$ cat config.mk
export PLATFORM = sky130hd
export DESIGN_NAME = video_pattern_gen
export DESIGN_NICKNAME = d
export VERILOG_FILES = /design/src/rtl/video_pattern_gen.sv
export SDC_FILE = /design/constraint.sdc
export NUM_CORES = 1
export LEC_CHECK = 0
export BUFFER_PORTS_ARGS = -buffer_cell sky130_fd_sc_hd__buf_4
export CAP_MARGIN = 5
export CORE_MARGIN = 4
export CORE_UTILIZATION = 30
export CTS_CLUSTER_SIZE = 8
export DETAILED_ROUTE_END_ITERATION = 10
export PLACE_DENSITY_LB_ADDON = 0.08
export SYNTH_ARGS = -nofsm -noshare
export SYNTH_HDL_FRONTEND = slang
export SYNTH_SLANG_ARGS = --single-unit
$ cat constraint.sdc
create_clock -name clk -period 3.85 [get_ports clk]
set_input_delay 0 -clock clk [delete_from_list [all_inputs] [get_ports clk]]
set_output_delay 0 -clock clk [all_outputs]
set_load 0.02 [all_outputs]
$ cat src/rtl/video_pattern_gen.sv
// video_pattern_gen: synthesizable video stream source producing do/de/hs/vs
// framing with runtime geometry, pixel pacing, blanking and test pattern.
// Configuration is captured at every frame start; all outputs are registered.
module video_pattern_gen #(
   parameter int PIXEL_WIDTH     = 8,
   parameter int LINE_SIZE_MAX   = 4096,
   parameter int FRAME_CNT_WIDTH = 16
) (
   input  logic                              clk,
   input  logic                              rst,
   input  logic                              en_i,
   input  logic [$clog2(LINE_SIZE_MAX):0]    cfg_width_i,
   input  logic [$clog2(LINE_SIZE_MAX):0]    cfg_height_i,
   input  logic [3:0]                        cfg_de_gap_i,
   input  logic [15:0]                       cfg_hblank_i,
   input  logic [15:0]                       cfg_vblank_i,
   input  logic [1:0]                        cfg_pattern_i,
   input  logic [7:0]                        cfg_step_i,
   input  logic [PIXEL_WIDTH-1:0]            cfg_const_i,
   output logic [PIXEL_WIDTH-1:0]            do_o,
   output logic                              de_o,
   output logic                              hs_o,
   output logic                              vs_o,
   output logic                              busy_o,
   output logic [FRAME_CNT_WIDTH-1:0]        frame_cnt_o
);

   localparam int CW = $clog2(LINE_SIZE_MAX) + 1;

   typedef enum logic [2:0] {
      IDLE,
      VBLANK,
      GAP,
      PIX,
      HBLANK
   } state_t;

   state_t                      state_q, state_d;
   logic [15:0]                 cnt_q, cnt_d;
   logic [CW-1:0]               x_q, x_d, y_q, y_d;
   logic [7:0]                  gx_q, gx_d, gy_q, gy_d;

   logic [CW-1:0]               w_q, w_d, h_q, h_d;
   logic [3:0]                  gap_q, gap_d;
   logic [15:0]                 hb_q, hb_d;
   logic [7:0]                  step_q, step_d;
   logic [1:0]                  pat_q, pat_d;
   logic [PIXEL_WIDTH-1:0]      const_q, const_d;

   logic [PIXEL_WIDTH-1:0]      do_q, do_d;
   logic                        de_q, de_d, hs_q, hs_d, vs_q, vs_d, busy_q, busy_d;
   logic [FRAME_CNT_WIDTH-1:0]  frame_cnt_q, frame_cnt_d;

   logic                        latch, start_pix, frame_done;

   // Next-state logic: frame sequencing, pixel/line counters and config capture.
   // start_pix and latch collect the shared "enter GAP/PIX" and "enter VBLANK"
   // actions so each is described once.
   always_comb begin
      state_d    = state_q;
      cnt_d      = cnt_q;
      x_d        = x_q;
      y_d        = y_q;
      gx_d       = gx_q;
      gy_d       = gy_q;
      w_d        = w_q;
      h_d        = h_q;
      gap_d      = gap_q;
      hb_d       = hb_q;
      step_d     = step_q;
      pat_d      = pat_q;
      const_d    = const_q;
      latch      = 1'b0;
      start_pix  = 1'b0;
      frame_done = 1'b0;

      unique case (state_q)
         IDLE: begin
            if (en_i) latch = 1'b1;
         end
         VBLANK: begin
            if (cnt_q == '0) begin
               x_d       = '0;
               y_d       = '0;
               gx_d      = '0;
               gy_d      = '0;
               start_pix = 1'b1;
            end else begin
               cnt_d = cnt_q - 16'd1;
            end
         end
         GAP: begin
            if (cnt_q == '0) state_d = PIX;
            else             cnt_d   = cnt_q - 16'd1;
         end
         PIX: begin
            if (x_q < w_q - CW'(1)) begin
               x_d       = x_q + CW'(1);
               gx_d      = (gx_q == step_q - 8'd1) ? '0 : gx_q + 8'd1;
               start_pix = 1'b1;
            end else if (y_q < h_q - CW'(1)) begin
               state_d = HBLANK;
               cnt_d   = hb_q - 16'd1;
            end else begin
               frame_done = 1'b1;
               if (en_i) latch   = 1'b1;
               else      state_d = IDLE;
            end
         end
         HBLANK: begin
            if (cnt_q == '0) begin
               y_d       = y_q + CW'(1);
               x_d       = '0;
               gx_d      = '0;
               gy_d      = (gy_q == step_q - 8'd1) ? '0 : gy_q + 8'd1;
               start_pix = 1'b1;
            end else begin
               cnt_d = cnt_q - 16'd1;
            end
         end
         default: state_d = IDLE;
      endcase

      if (start_pix) begin
         if (gap_q != '0) begin
            state_d = GAP;
            cnt_d   = {12'd0, gap_q} - 16'd1;
         end else begin
            state_d = PIX;
         end
      end

      // Zero-valued sizes and blanking lengths are substituted by 1 on capture.
      if (latch) begin
         state_d = VBLANK;
         cnt_d   = (cfg_vblank_i == '0) ? 16'd0 : cfg_vblank_i - 16'd1;
         w_d     = (cfg_width_i  == '0) ? CW'(1) : cfg_width_i;
         h_d     = (cfg_height_i == '0) ? CW'(1) : cfg_height_i;
         gap_d   = cfg_de_gap_i;
         hb_d    = (cfg_hblank_i == '0) ? 16'd1 : cfg_hblank_i;
         step_d  = (cfg_step_i   == '0) ? 8'd1  : cfg_step_i;
         pat_d   = cfg_pattern_i;
         const_d = cfg_const_i;
      end
   end

   // Output decode from the next state so the registered outputs line up with state_q.
   always_comb begin
      de_d        = (state_d == PIX);
      hs_d        = (state_d == IDLE) || (state_d == VBLANK) || (state_d == HBLANK);
      vs_d        = (state_d == IDLE) || (state_d == VBLANK);
      busy_d      = (state_d != IDLE);
      do_d        = do_q;
      frame_cnt_d = frame_cnt_q;
      if (state_d == PIX) begin
         unique case (pat_q)
            2'd0:    do_d = PIXEL_WIDTH'(x_d);
            2'd1:    do_d = PIXEL_WIDTH'(y_d);
            2'd2:    do_d = ((gx_d == '0) && (gy_d == '0)) ? '1 : '0;
            default: do_d = const_q;
         endcase
      end
      if (frame_done) frame_cnt_d = frame_cnt_q + FRAME_CNT_WIDTH'(1);
   end

   // State, counter, captured-config and output registers with synchronous reset.
   always_ff @(posedge clk) begin
      if (rst) begin
         state_q     <= IDLE;
         cnt_q       <= '0;
         x_q         <= '0;
         y_q         <= '0;
         gx_q        <= '0;
         gy_q        <= '0;
         w_q         <= CW'(1);
         h_q         <= CW'(1);
         gap_q       <= '0;
         hb_q        <= 16'd1;
         step_q      <= 8'd1;
         pat_q       <= '0;
         const_q     <= '0;
         do_q        <= '0;
         de_q        <= 1'b0;
         hs_q        <= 1'b1;
         vs_q        <= 1'b1;
         busy_q      <= 1'b0;
         frame_cnt_q <= '0;
      end else begin
         state_q     <= state_d;
         cnt_q       <= cnt_d;
         x_q         <= x_d;
         y_q         <= y_d;
         gx_q        <= gx_d;
         gy_q        <= gy_d;
         w_q         <= w_d;
         h_q         <= h_d;
         gap_q       <= gap_d;
         hb_q        <= hb_d;
         step_q      <= step_d;
         pat_q       <= pat_d;
         const_q     <= const_d;
         do_q        <= do_d;
         de_q        <= de_d;
         hs_q        <= hs_d;
         vs_q        <= vs_d;
         busy_q      <= busy_d;
         frame_cnt_q <= frame_cnt_d;
      end
   end

   assign do_o        = do_q;
   assign de_o        = de_q;
   assign hs_o        = hs_q;
   assign vs_o        = vs_q;
   assign busy_o      = busy_q;
   assign frame_cnt_o = frame_cnt_q;

endmodule

==> key figures, run 1 <==
Placed design
  – Post-DP HPWL: 21920 um
  – GPL Wtd Cong: 0.8176
  – Port bufs: 110

Detailed routing
  – Drt initial violations: between 400 and 500
  – Total number of vias: just under 10000
  – Routed Antenna Nets: 0
  – Drt drc: 0
  – Vias per cell: around 5.2
  – TritonRoute pass-1 iters: 5
  – Drt wl/cell: about 16 um
  – Detailed Route WL: between 30000 and 40000 um

Clocking
  – Reg clk slew, reported paths: around 70 ps
  – Clk buf depth: 2
  – Clock Latency Late Sink: roughly 430 ps
  – CTS buffer count: 17
  – Root cell of the clock tree: clkbuf_16
  – H-tree levels: 4
  – CTS tree: built
  – CTS sink cnt: between 150 and 200

Cells and area
  – Commonest non-fill, non-tap cell in the layout: nand2_1
  – Nets: 1587
  – Layout area overhead: 38.01%
  – Diode count: 0
  – Commonest non-fill, non-tap cells in the layout: nand2_1, buf_4, dfxtp_1
  – Layout cells sized above 1: 0.1947
  – Fin util: 0.4206

Timing
  – Final min period: 3852 ps
  – Fmax: 259.6 MHz
  – Crit share post-route: 1.000
  – Worst-Margin Slew: around 890 ps
  – Final worst setup slack: -1.874 ps
  – Hold Vio Cnt, Final: 0
  – RSZ-0062 raised after global routing: true
  – Slew margin rel.: 0.4099
  – Final Setup Violations: 1
  – Setup TNS: -1.874 ps
  – Max-slew violations: 0
  – Worst Skew: approximately 14 ps

Logic synthesis
  – Ys flop type: dfxtp_1
  – Avg Inst Size Synth: between 7 and 8 um2
  – Post-Syn Nets: ~1400
  – Synth warn: 0
  – Ranking of synthesized cells by area: dfxtp_1, nand2_1, a21oi_1
  – Synth unique cells: between 70 and 80
  – Asr flop ratio synth: 0
  – Mapped Cells: 1240
  – Post-synthesis sequential area ratio: 0.3286
  – FF+latch count, synth: approximately 150
  – Number of synthesized flops with an enable pin: 0
  – Area share of the largest cell type after synthesis: 0.3286
  – Dominant cell type by area after synthesis: dfxtp_1
  – Mapped cell area: about 9300 um2

Global routing
  – First-pass GRT wire length: 46980 um
  – Vias in the first global route: approximately 9000
  – Total GRT Usage: 0.1689
  – GRT overflow: 0
  – Initial antenna violation count: 0
  – Maximum number of pins on one net before global-route repair: between 70 and 80

Floorplan
  – Die area: approximately 34000 um2
  – Core footprint: 30590 um2
  – Die extent in x: between 150 and 200 um
  – Row count: 64
  – Ports: between 100 and 150
  – Starting density of the core: 0.3047
  – Die Y: roughly 180 um

Critical path
  – Critical path required time: 4200 ps
  – CP Capture Type: flop
  – Startpoint class of the critical path: flop
  – Arr. time, crit path: roughly 4200 ps
  – Worst Reg-to-Reg Cells: 14
  – Kind of critical path: reg2reg
  – CP Max Fanout: 8

Min path
  – HP Class: in2reg
  – Hold Path Stages: 4

Run status
  – Status: complete, but fails checks
  – Failing checks: setup timing

Run
  – Max Cap Viol: 0

Power
  – Leak: between 4 and 5 nW
  – P per Cell Area: ~380 nW/um2
  – Max VDD drop: about 0.00029 V
[layer usage]
metal	GRT usage	wire length, um	vias up
met2	0.2827	14190	169
met5	0	0	-
li1	-	-	4905
met3	0.02289	1093	17
met4	0.04318	296	0
met1	0.2303	14420	4584
[worst max-delay path: stages, from the launching register on]
cell and delay, ps:
dfxtp_1 310, or4_4 550, nor4_4 180, nand3b_1 170
nor3_2 160, xnor2_1 150, ha_1 270, and4_1 220
a211o_4 380, o21ai_4 190, a2bb2oi_2 200, o2111ai_4 150
a2111oi_4 290, nand4_4 270, a311oi_2 290
[what timing repair did]
action | in CTS | in global routing
cloned | 0 | 5
endpoints found under the hold margin | 77 | 0
setup endpoints to repair | 102 | 104
hold buffers | 83 | 0
buffers inserted | 1 | 9
resized for setup | 13 | 48
pin swaps | 10 | 26
[flip-flops by register name, indices dropped and copies added (netlist names), 13 cells and up]
register / count
hb_q: 16
frame_cnt_o: 16
cnt_q: 16
h_q: 13
x_q: 13
w_q: 13
y_q: 13
[through the flow]
step                      worst slack, ps  hold WS, ps  cells  instance area (um2)  power, W
after floorplan                     10.63        114.5   1240                 9329  0.002506
after global placement             -156.1        249.4   1746                10980  0.002940
after detailed placement           -325.7        256.4   1746                10980  0.002943
after CTS                          -117.0        2.666   1861                12480  0.004797
after global routing               -219.8        41.91   1875                12860  0.005089
final                              -1.874       0.3650   1875                12860  0.004837
[cell usage after synthesis (4+ instances only)]
master / number
ha_1: 37
nor2_1: 125
a22oi_1: 5
nor4_1: 30
dfxtp_1: 153
and4_1: 7
nor2b_1: 10
o21ai_1: 14
nand3b_1: 11
a21oi_1: 114
a211oi_1: 10
nand2_1: 203
a211o_1: 6
or2_1: 4
nor3b_1: 7
nor3_1: 50
or3_1: 15
nand4_1: 21
o22ai_1: 17
or4_1: 10
o21ai_0: 44
a211oi_2: 4
mux2i_1: 8
o211ai_1: 6
and3_1: 17
a21o_1: 7
o21a_1: 5
xnor2_1: 44
nand3_1: 30
inv_1: 28
xor2_1: 39
clkbuf_1: 66
a31oi_1: 16
[cell type report]
class	count	area [um2]
timing repair buffer	277	2472
fill	3164	17720
sequential	153	3063
multi-input combinational	988	6117
clock buffer	21	460.4
inverter	30	112.6
tap	396	495.5
clock inverter	10	143.9
[cells by family (layout without fill, tap and decap cells)]
family,count (synthesis),after routing,share of synthesized area
mux,9,9,0.009799
buf+inv,99,338,0.04027
xor+xnor,83,83,0.07799
fa+ha+maj,37,37,0.04966
simple gates,560,560,0.2886
compound gates,299,299,0.2051
flops,153,153,0.3286
[worst paths after layout]
| kind | endpoint | slack [ps] | startpoint |
|---|---|---|---|
| setup / recovery | do_o[2]$_SDFFE_PP0P_ | -2 | w_q[2]$_SDFFE_PP0N_ |
| hold / removal | cnt_q[8]$_SDFF_PP0_ | 0.4 | cfg_vblank_i[8] |
| setup reg to reg | do_o[2]$_SDFFE_PP0P_ | -2 | w_q[2]$_SDFFE_PP0N_ |
| hold reg to reg | hb_q[1]$_SDFFE_PP0N_ | 470 | hb_q[1]$_SDFFE_PP0N_ |
[report_power, final]
group	internal, W	switching (W)	leakage (nW)
Sequential	0.00168	0.000117	1.25
Clock	0.00105	0.000710	0.286
Combinational	0.000596	0.000682	3.46
Note: power is estimated with default switching activity, not from simulation.
==> inputs of run 2 (changes only) <==
--- a/config.mk
+++ b/config.mk
@@ -8,9 +8,10 @@
 export BUFFER_PORTS_ARGS = -buffer_cell sky130_fd_sc_hd__buf_4
 export CAP_MARGIN = 5
 export CORE_MARGIN = 4
-export CORE_UTILIZATION = 30
+export CORE_UTILIZATION = 54
 export CTS_CLUSTER_SIZE = 8
 export DETAILED_ROUTE_END_ITERATION = 10
+export MAX_ROUTING_LAYER = met4
 export PLACE_DENSITY_LB_ADDON = 0.08
 export SYNTH_ARGS = -nofsm -noshare
 export SYNTH_HDL_FRONTEND = slang
==> key figures, run 2 (synthesized netlist as in run 1, its figures left out) <==
Run status
  – Status: complete, but fails checks
  – Failing checks: setup timing

Global routing
  – Maximum number of pins on one net before global-route repair: 80 (+8.1%)
  – Vias in the first global route: 9092 (+0.25%)
  – Total GRT Usage: 0.2782 (+0.1093)
  – First-pass GRT wire length: 44170 um (-6.0%)
  – GRT overflow: 0 (unchanged)
  – Initial antenna violation count: 0 (unchanged)

Detailed routing
  – Total number of vias: 9893 (+2.3%)
  – Drt wl/cell: 16.48 um (+3.0%)
  – Detailed Route WL: 27710 um (-7.6%)
  – Drt initial violations: 1004 (+100%)
  – Vias per cell: 5.885 (+14%)
  – Drt drc: 0 (unchanged)
  – Routed Antenna Nets: 0 (unchanged)
  – TritonRoute pass-1 iters: 6 (+1)

Critical path
  – Crit-path slowest cell: or4_4
  – Kind of critical path: reg2reg
  – CP dominant cell by count: buf_6
  – CP Cell Sequence: or4_4, nor4_4, nand3b_1, xor2_1, ha_1, buf_6, nand4_1, nor3_2, a211o_4, o21ai_4, buf_6, buf_4, a21oi_4, buf_6, o21ai_4, buf_12, clkbuf_16, clkbuf_16, a211o_1
  – CP Capture Type: flop
  – Arr. time, crit path: 4230 ps (+30 ps)
  – CP peak stage delay: 550 ps (about the same)
  – CP Max Fanout: 7 (-1)
  – Startpoint class of the critical path: flop
  – Critical path required time: 4160 ps (-40 ps)

Floorplan
  – Row count: 47 (-27%)
  – Core footprint: 16760 um2 (-45%)
  – Ports: 111 (unchanged)
  – Starting density of the core: 0.5562 (+0.2514)
  – Die Y: 139.4 um (-24%)
  – Die extent in x: 139.4 um (-24%)
  – Die area: 19430 um2 (-43%)

Placed design
  – Port bufs: 110 (unchanged)
  – Placed cell count: 1553 (-11%)
  – Post-DP HPWL: 18720 um (-15%)
  – GPL Wtd Cong: 0.9312 (+14%)

Cells and area
  – Diode count: 0 (unchanged)
  – Commonest non-fill, non-tap cell in the layout: nand2_1
  – Post-route insts no fill: 1681 (-10%)
  – Commonest non-fill, non-tap cells in the layout: nand2_1, dfxtp_1, buf_4
  – Nets: 1568 (-1.2%)
  – Layout cells sized above 1: 0.1923 (-0.002392)
  – Layout area overhead: 35.09%

Clocking
  – H-tree levels: 4 (unchanged)
  – Clock Latency Late Sink: 420 ps (about the same)
  – Reg clk slew, reported paths: 60 ps (about the same)
  – CTS tree: built
  – CTS sink cnt: 153 (unchanged)
  – Root cell of the clock tree: clkbuf_16
  – Clk buf depth: 2 (unchanged)
  – CTS buffer count: 17 (unchanged)

Timing
  – Crit share post-route: 1.017 (+0.01660)
  – Slew margin rel.: 0.4012 (-0.008766)
  – Worst Skew: 7.130 ps (-7.136 ps)
  – Worst-Margin Slew: 898.2 ps (+13.15 ps)
  – RSZ-0062 raised after global routing: true
  – Max-slew violations: 0 (unchanged)
  – Final Setup Violations: 9 (+8)
  – Hold Vio Cnt, Final: 0 (unchanged)
  – Fmax: 255.4 MHz (-1.6%)
  – Worst hold slack: 17.11 ps (+16.75 ps)
  – Final min period: 3916 ps (+63.90 ps)
  – Final worst setup slack: -65.77 ps (-63.90 ps)

Power
  – Switching pwr: 0.001467 W (-2.8%)
  – Max VDD drop: 0.0003497 V (+21%)
  – Leak: 4.945 nW (-0.99%)
  – Combinational Power Share: 0.261 (-0.003)
  – Clock power share: 0.368 (+0.003)
  – Int Power: 0.003392 W (+1.9%)
  – Reg power frac: 0.371 (about the same)
  – P per Cell Area: 385.9 nW/um2 (+2.6%)
  – Switch share: 0.3020 (-0.01006)

Run
  – Max Cap Viol: 0 (unchanged)

Min path
  – HP Class: in2reg
[run 2: layout make-up]
| class | count | area [um2] |
|---|---|---|
| Multi-Input combinational cell | 988 | 6148 |
| Fill cell | 1227 | 4168 |
| Sequential cell | 153 | 3064 |
| Timing Repair Buffer | 258 | 2362 |
| Clock buffer | 21 | 460.4 |
| Tap cell | 220 | 275.3 |
| Clock inverter | 11 | 168.9 |
| Inverter | 30 | 112.6 |
[run 2: worst paths after layout]
check	to	cells past startpoint	startpoint	slack (ps)
worst max register to register	hb_q[0]$_SDFFE_PP1N_	19	w_q[2]$_SDFFE_PP0N_	-70
worst max-delay path	hb_q[0]$_SDFFE_PP1N_	19	w_q[2]$_SDFFE_PP0N_	-70
worst min register to register	hb_q[0]$_SDFFE_PP1N_	1	hb_q[0]$_SDFFE_PP1N_	470
worst min-delay path	cnt_q[3]$_SDFF_PP0_	4	cfg_vblank_i[1]	20
[run 2: metrics by stage]
stage | power (W) | setup slack, ps | TNS, ps | instance area (um2) | utilization
5_1_grt | 0.005072 | -198.8 | -5165 | 12590 | 0.7513
4_1_cts | 0.004753 | -109.9 | -616.0 | 12170 | 0.7262
2_1_floorplan | 0.002506 | 10.63 | 0 | 9329 | -
3_5_place_dp | 0.002876 | -117.8 | -703.0 | 10610 | 0.6331
6_report | 0.004860 | -65.77 | -296.0 | 12590 | 0.7513
3_3_place_gp | 0.002860 | -0.7043 | -0.9783 | 10610 | 0.6331
[run 2: repair_timing]
item,in CTS,in global routing
pin swaps,16,53
hold buffers,83,0
setup buffers,1,7
cloned,0,5
endpoints found under the hold margin,83,0
gates resized for setup,23,59
endpoints found under the setup margin,45,99
[run 2: power by group through the flow]
stage | Combinational [W] | Clock, W | Sequential [W]
after floorplan | 0.000714 | 0 | 0.00179
after global placement | 0.00104 | 0 | 0.00182
after detailed placement | 0.00105 | 0 | 0.00183
after CTS | 0.00115 | 0.00181 | 0.00179
after global routing | 0.00138 | 0.00188 | 0.00181
final | 0.00127 | 0.00179 | 0.00180
[run 2: metal layers]
layer  up-vias  track usage  routed length [um]
met5         -            -                   0
met2       365       0.4466               13500
met4         0      0.07003                 389
met3        40      0.05043                1661
met1      4613       0.3650               12160
li1       4875            -                   -
[run 2: worst max-delay path: cells and delay by family, from the launching register on]
family | cells | cell delay (ps)
and+or+nand+nor | 5 | 1290
buffers and inverters | 7 | 960
AOI/OAI and AO/OA | 5 | 720
adders and majority gates | 1 | 340
DFF | 1 | 310
xor gates and xnor gates | 1 | 170
==> inputs of run 3 (changes only) <==
--- a/config.mk
+++ b/config.mk
@@ -5,10 +5,12 @@
 export SDC_FILE = /design/constraint.sdc
 export NUM_CORES = 1
 export LEC_CHECK = 0
+export ABC_AREA = 1
 export BUFFER_PORTS_ARGS = -buffer_cell sky130_fd_sc_hd__buf_4
 export CAP_MARGIN = 5
 export CORE_MARGIN = 4
-export CORE_UTILIZATION = 54
+export CORE_UTILIZATION = 55
+export CTS_BUF_LIST = sky130_fd_sc_hd__clkbuf_4
 export CTS_CLUSTER_SIZE = 8
 export DETAILED_ROUTE_END_ITERATION = 10
 export MAX_ROUTING_LAYER = met4
==> key figures, run 3 <==
Run status
  – Status: completed

Timing
  – Worst-Margin Slew: 1138 ps (+240.0 ps)
  – Worst Skew: 39.01 ps (+31.88 ps)
  – Slew margin rel.: 0.2401 (-0.1611)
  – Hold Vio Cnt, Final: 0 (unchanged)
  – Max-slew violations: 0 (unchanged)
  – Fmax: 277.2 MHz (+8.6%)
  – Setup TNS: 0 ps (+296.0 ps)
  – Final worst setup slack: 242.8 ps (+308.6 ps)
  – Final min period: 3607 ps (-308.6 ps)
  – Crit share post-route: 0.9369 (-0.08016)
  – Final Setup Violations: 0 (-9)

Power
  – Max VDD drop: 0.0002821 V (-19%)
  – Leak: 5.199 nW (+5.2%)
  – Total power: 0.004163 W (-14%)
  – Clock power share: 0.262 (-0.106)
  – Switch share: 0.3723 (+0.07037)
  – Switching pwr: 0.001550 W (+5.6%)
  – Reg power frac: 0.434 (+0.063)
  – P per Cell Area: 343.8 nW/um2 (-11%)
  – Combinational Power Share: 0.304 (+0.043)
  – Int Power: 0.002613 W (-23%)

Critical path
  – Kind of critical path: reg2reg
  – Crit path buffers/inverters: 3 (-4)
  – CP Cell Sequence: inv_1, nand2_1, or3_4, nor3_4, nand2_2, nor3_2, xnor2_1, ha_1, nand2_2, nor2_4, buf_4, a21oi_4, buf_6, nand3_4, nor2_2, nand3_1, o21ai_0, o22ai_1, nor2_1, nand2_1, o21ai_1, a21oi_1
  – R2R Path Start: w_q[0]$_SDFFE_PP1N_
  – CP Max Fanout: 4 (-3)
  – CP Capture Type: flop
  – Crit-path slowest cell: or3_4
  – CP peak stage delay: 360 ps (-190 ps)
  – Critical path required time: 4330 ps (+170 ps)
  – FF-to-FF End: do_o[5]$_SDFFE_PP0P_
  – Internal reg-to-reg setup slack: 240 ps (+310 ps)
  – Startpoint class of the critical path: flop
  – Family with the most delay on the worst path: simple AND/OR/NAND/NOR gates
  – Worst Reg-to-Reg Cells: 22 (+3)
  – Arr. time, crit path: 4080 ps (-150 ps)

Run
  – Max Cap Viol: 0 (unchanged)

Placed design
  – GPL Wtd Cong: 0.9351 (+0.42%)
  – Post-DP HPWL: 19370 um (+3.5%)
  – Pre-CTS setup slack: 22.05 ps (+139.8 ps)
  – Placed Instance Area: 10600 um2 (about the same)
  – Port bufs: 110 (unchanged)

Cells and area
  – Layout area overhead: 26.56%
  – Commonest non-fill, non-tap cell in the layout: nand2_1
  – Commonest non-fill, non-tap cells in the layout: nand2_1, nor2_1, dfxtp_1
  – Fillers: 1419 (+16%)
  – Multi-input gate area: 5807 um2 (-5.6%)
  – Finished Cell Area: 12110 um2 (-3.8%)
  – Layout cells sized above 1: 0.1646 (-0.02769)
  – Storage element area: 3065 um2 (about the same)
  – Fin util: 0.7200 (-0.03134)
  – Nets: 1759 (+12%)

Floorplan
  – Row count: 47 (unchanged)
  – Die extent in x: 139.9 um (+0.37%)
  – Die area: 19570 um2 (+0.73%)
  – Ports: 111 (unchanged)
  – Starting density of the core: 0.5689 (+0.01271)
  – Core footprint: 16820 um2 (+0.35%)
  – Die Y: 139.9 um (+0.37%)

Min path
  – Hold path startpoint: cfg_height_i[8]
  – Hold Path Stages: 4 (unchanged)
  – Hold worst-path end: h_q[8]$_SDFFE_PP0N_
  – HP Class: in2reg

Clocking
  – H-tree levels: 4 (unchanged)
  – CTS buffer count: 17 (unchanged)
  – Clk buf depth: 2 (unchanged)
  – Root cell of the clock tree: clkbuf_4
  – Clock Latency Late Sink: 600 ps (+180 ps)
  – CTS sink cnt: 153 (unchanged)
  – Reg clk slew, reported paths: 170 ps (+110 ps)
  – CTS tree: built

Detailed routing
  – TritonRoute pass-1 iters: 6 (unchanged)
  – Met2 wire length: 13450 um (-0.34%)
  – WL met3: 1692 um (+1.9%)
  – Drt wl/cell: 14.87 um (-9.8%)
  – Detailed Route WL: 27870 um (+0.60%)
  – Drt drc: 0 (unchanged)
  – Uppermost layer routed: met4
  – Routed met1 length: 12070 um (-0.76%)
  – Vias per cell: 5.446 (-7.5%)
  – Routed Antenna Nets: 0 (unchanged)
  – Drt initial violations: 838 (-17%)
  – Total number of vias: 10205 (+3.2%)

Global routing
  – First-pass GRT wire length: 44910 um (+1.7%)
  – GRT overflow: 0 (unchanged)
  – Maximum number of pins on one net before global-route repair: 80 (unchanged)
  – Initial antenna violation count: 1 (+1)
  – Vias in the first global route: 9663 (+6.3%)
  – Total GRT Usage: 0.2837 (+0.005463)

Logic synthesis
  – Post-synthesis mux area share: 0 (-0.009799)
  – FF+latch count, synth: 153 (unchanged)
  – Dominant cell type by area after synthesis: dfxtp_1
  – Post-Syn Nets: 1546 (+14%)
  – Ranking of synthesized cells by area: dfxtp_1, nand2_1, nor2_1
  – Mapped Cells: 1426 (+15%)
  – Number of synthesized flops with an enable pin: 0 (unchanged)
  – Most common cell in the synthesized netlist: nand2_1
  – Synth unique cells: 61 (-20%)
  – Synth warn: 0 (unchanged)
  – Post-synthesis sequential area ratio: 0.3201 (-0.008465)
  – Asr flop ratio synth: 0 (unchanged)
  – Ys flop type: dfxtp_1
  – Area share of the largest cell type after synthesis: 0.3201 (-0.008465)
  – Avg Inst Size Synth: 6.710 um2 (-11%)
  – Adder-Cell Fraction of Synth Area: 0.04838 (-0.001279)
  – Synth cell count leaders: nand2_1, nor2_1, dfxtp_1, inv_1, o21ai_0
  – Synth Area in Compound Gates: 0.1854 (-0.01967)
  – Simple-gate portion of the synthesized area: 0.3137 (+0.02513)
  – Mapped cell area: 9568 um2 (+2.6%)
  – Main combinational cell family by area after synthesis: simple AND/OR/NAND/NOR gates
  – Post-Synth XOR/XNOR Area: 0.04852 (-0.02947)
-- run 3: worst max-delay path by stage --
stage | startpoint | endpoint | slack [ps] | cells past startpoint
after floorplan | w_q[2]$_SDFFE_PP0N_ | do_o[5]$_SDFFE_PP0P_ | 450 | 25
after global placement | w_q[2]$_SDFFE_PP0N_ | do_o[1]$_SDFFE_PP0P_ | 40 | 25
after detailed placement | w_q[2]$_SDFFE_PP0N_ | do_o[2]$_SDFFE_PP0P_ | 20 | 25
after CTS | w_q[2]$_SDFFE_PP0N_ | const_q[1]$_SDFFE_PP0N_ | 50 | 22
after global routing | w_q[0]$_SDFFE_PP1N_ | do_o[3]$_SDFFE_PP0P_ | -50 | 25
final | w_q[0]$_SDFFE_PP1N_ | do_o[5]$_SDFFE_PP0P_ | 240 | 22
-- run 3: what timing repair did --
item | in CTS | in global routing
pin swaps | 0 | 9
setup endpoints to repair | 6 | 68
endpoints found under the hold margin | 99 | 0
gates cloned | 0 | 2
buffers inserted | 0 | 16
hold buffers | 98 | 0
gates resized for setup | 1 | 24
-- run 3: cell type report --
| class | count | share of cell area |
|---|---|---|
| tap | 220 | 0.02273 |
| clock buffer | 17 | 0.01054 |
| timing repair buffer | 232 | 0.1671 |
| antenna | 2 | 0.0004133 |
| multi-input combinational | 1070 | 0.4795 |
| sequential | 153 | 0.2532 |
| clock inverter | 15 | 0.01478 |
| inverter | 165 | 0.05177 |
-- run 3: cells by family (layout without fill, tap and decap cells) --
family	count (synthesis)	count (layout)
buf+inv	205	429
fa+ha+maj	37	37
xor+xnor	53	53
other cells	0	2
simple gates	663	665
compound gates	315	315
flops	153	153
-- run 3: stage by stage --
step | hold slack, ps | cells
3_3_place_gp | 253.3 | 1726
2_1_floorplan | 143.8 | 1426
4_1_cts | 174.9 | 1856
5_1_grt | 151.7 | 1874
6_report | 185.4 | 1874
3_5_place_dp | 261.7 | 1726
-- run 3: tightest hold or removal path, cell delays in order --
cell and delay [ps]:
dlygate4sd3_1 520, buf_4 100, o21ai_0 70, nor2_1 70
-- run 3: per-layer routing --
layer  GRT usage  up-vias
li1            -     5172
met1      0.3513     4637
met2      0.4781      339
met3     0.04192       57
met4     0.09179        0
met5           -        -
-- run 3: power groups by stage --
stage | registers (W) | logic [W] | clock network [W]
6_report | 0.00181 | 0.00127 | 0.00109
2_1_floorplan | 0.00181 | 0.000820 | 0
3_5_place_dp | 0.00183 | 0.00112 | 0
5_1_grt | 0.00182 | 0.00141 | 0.00116
3_3_place_gp | 0.00183 | 0.00110 | 0
4_1_cts | 0.00180 | 0.00121 | 0.00110
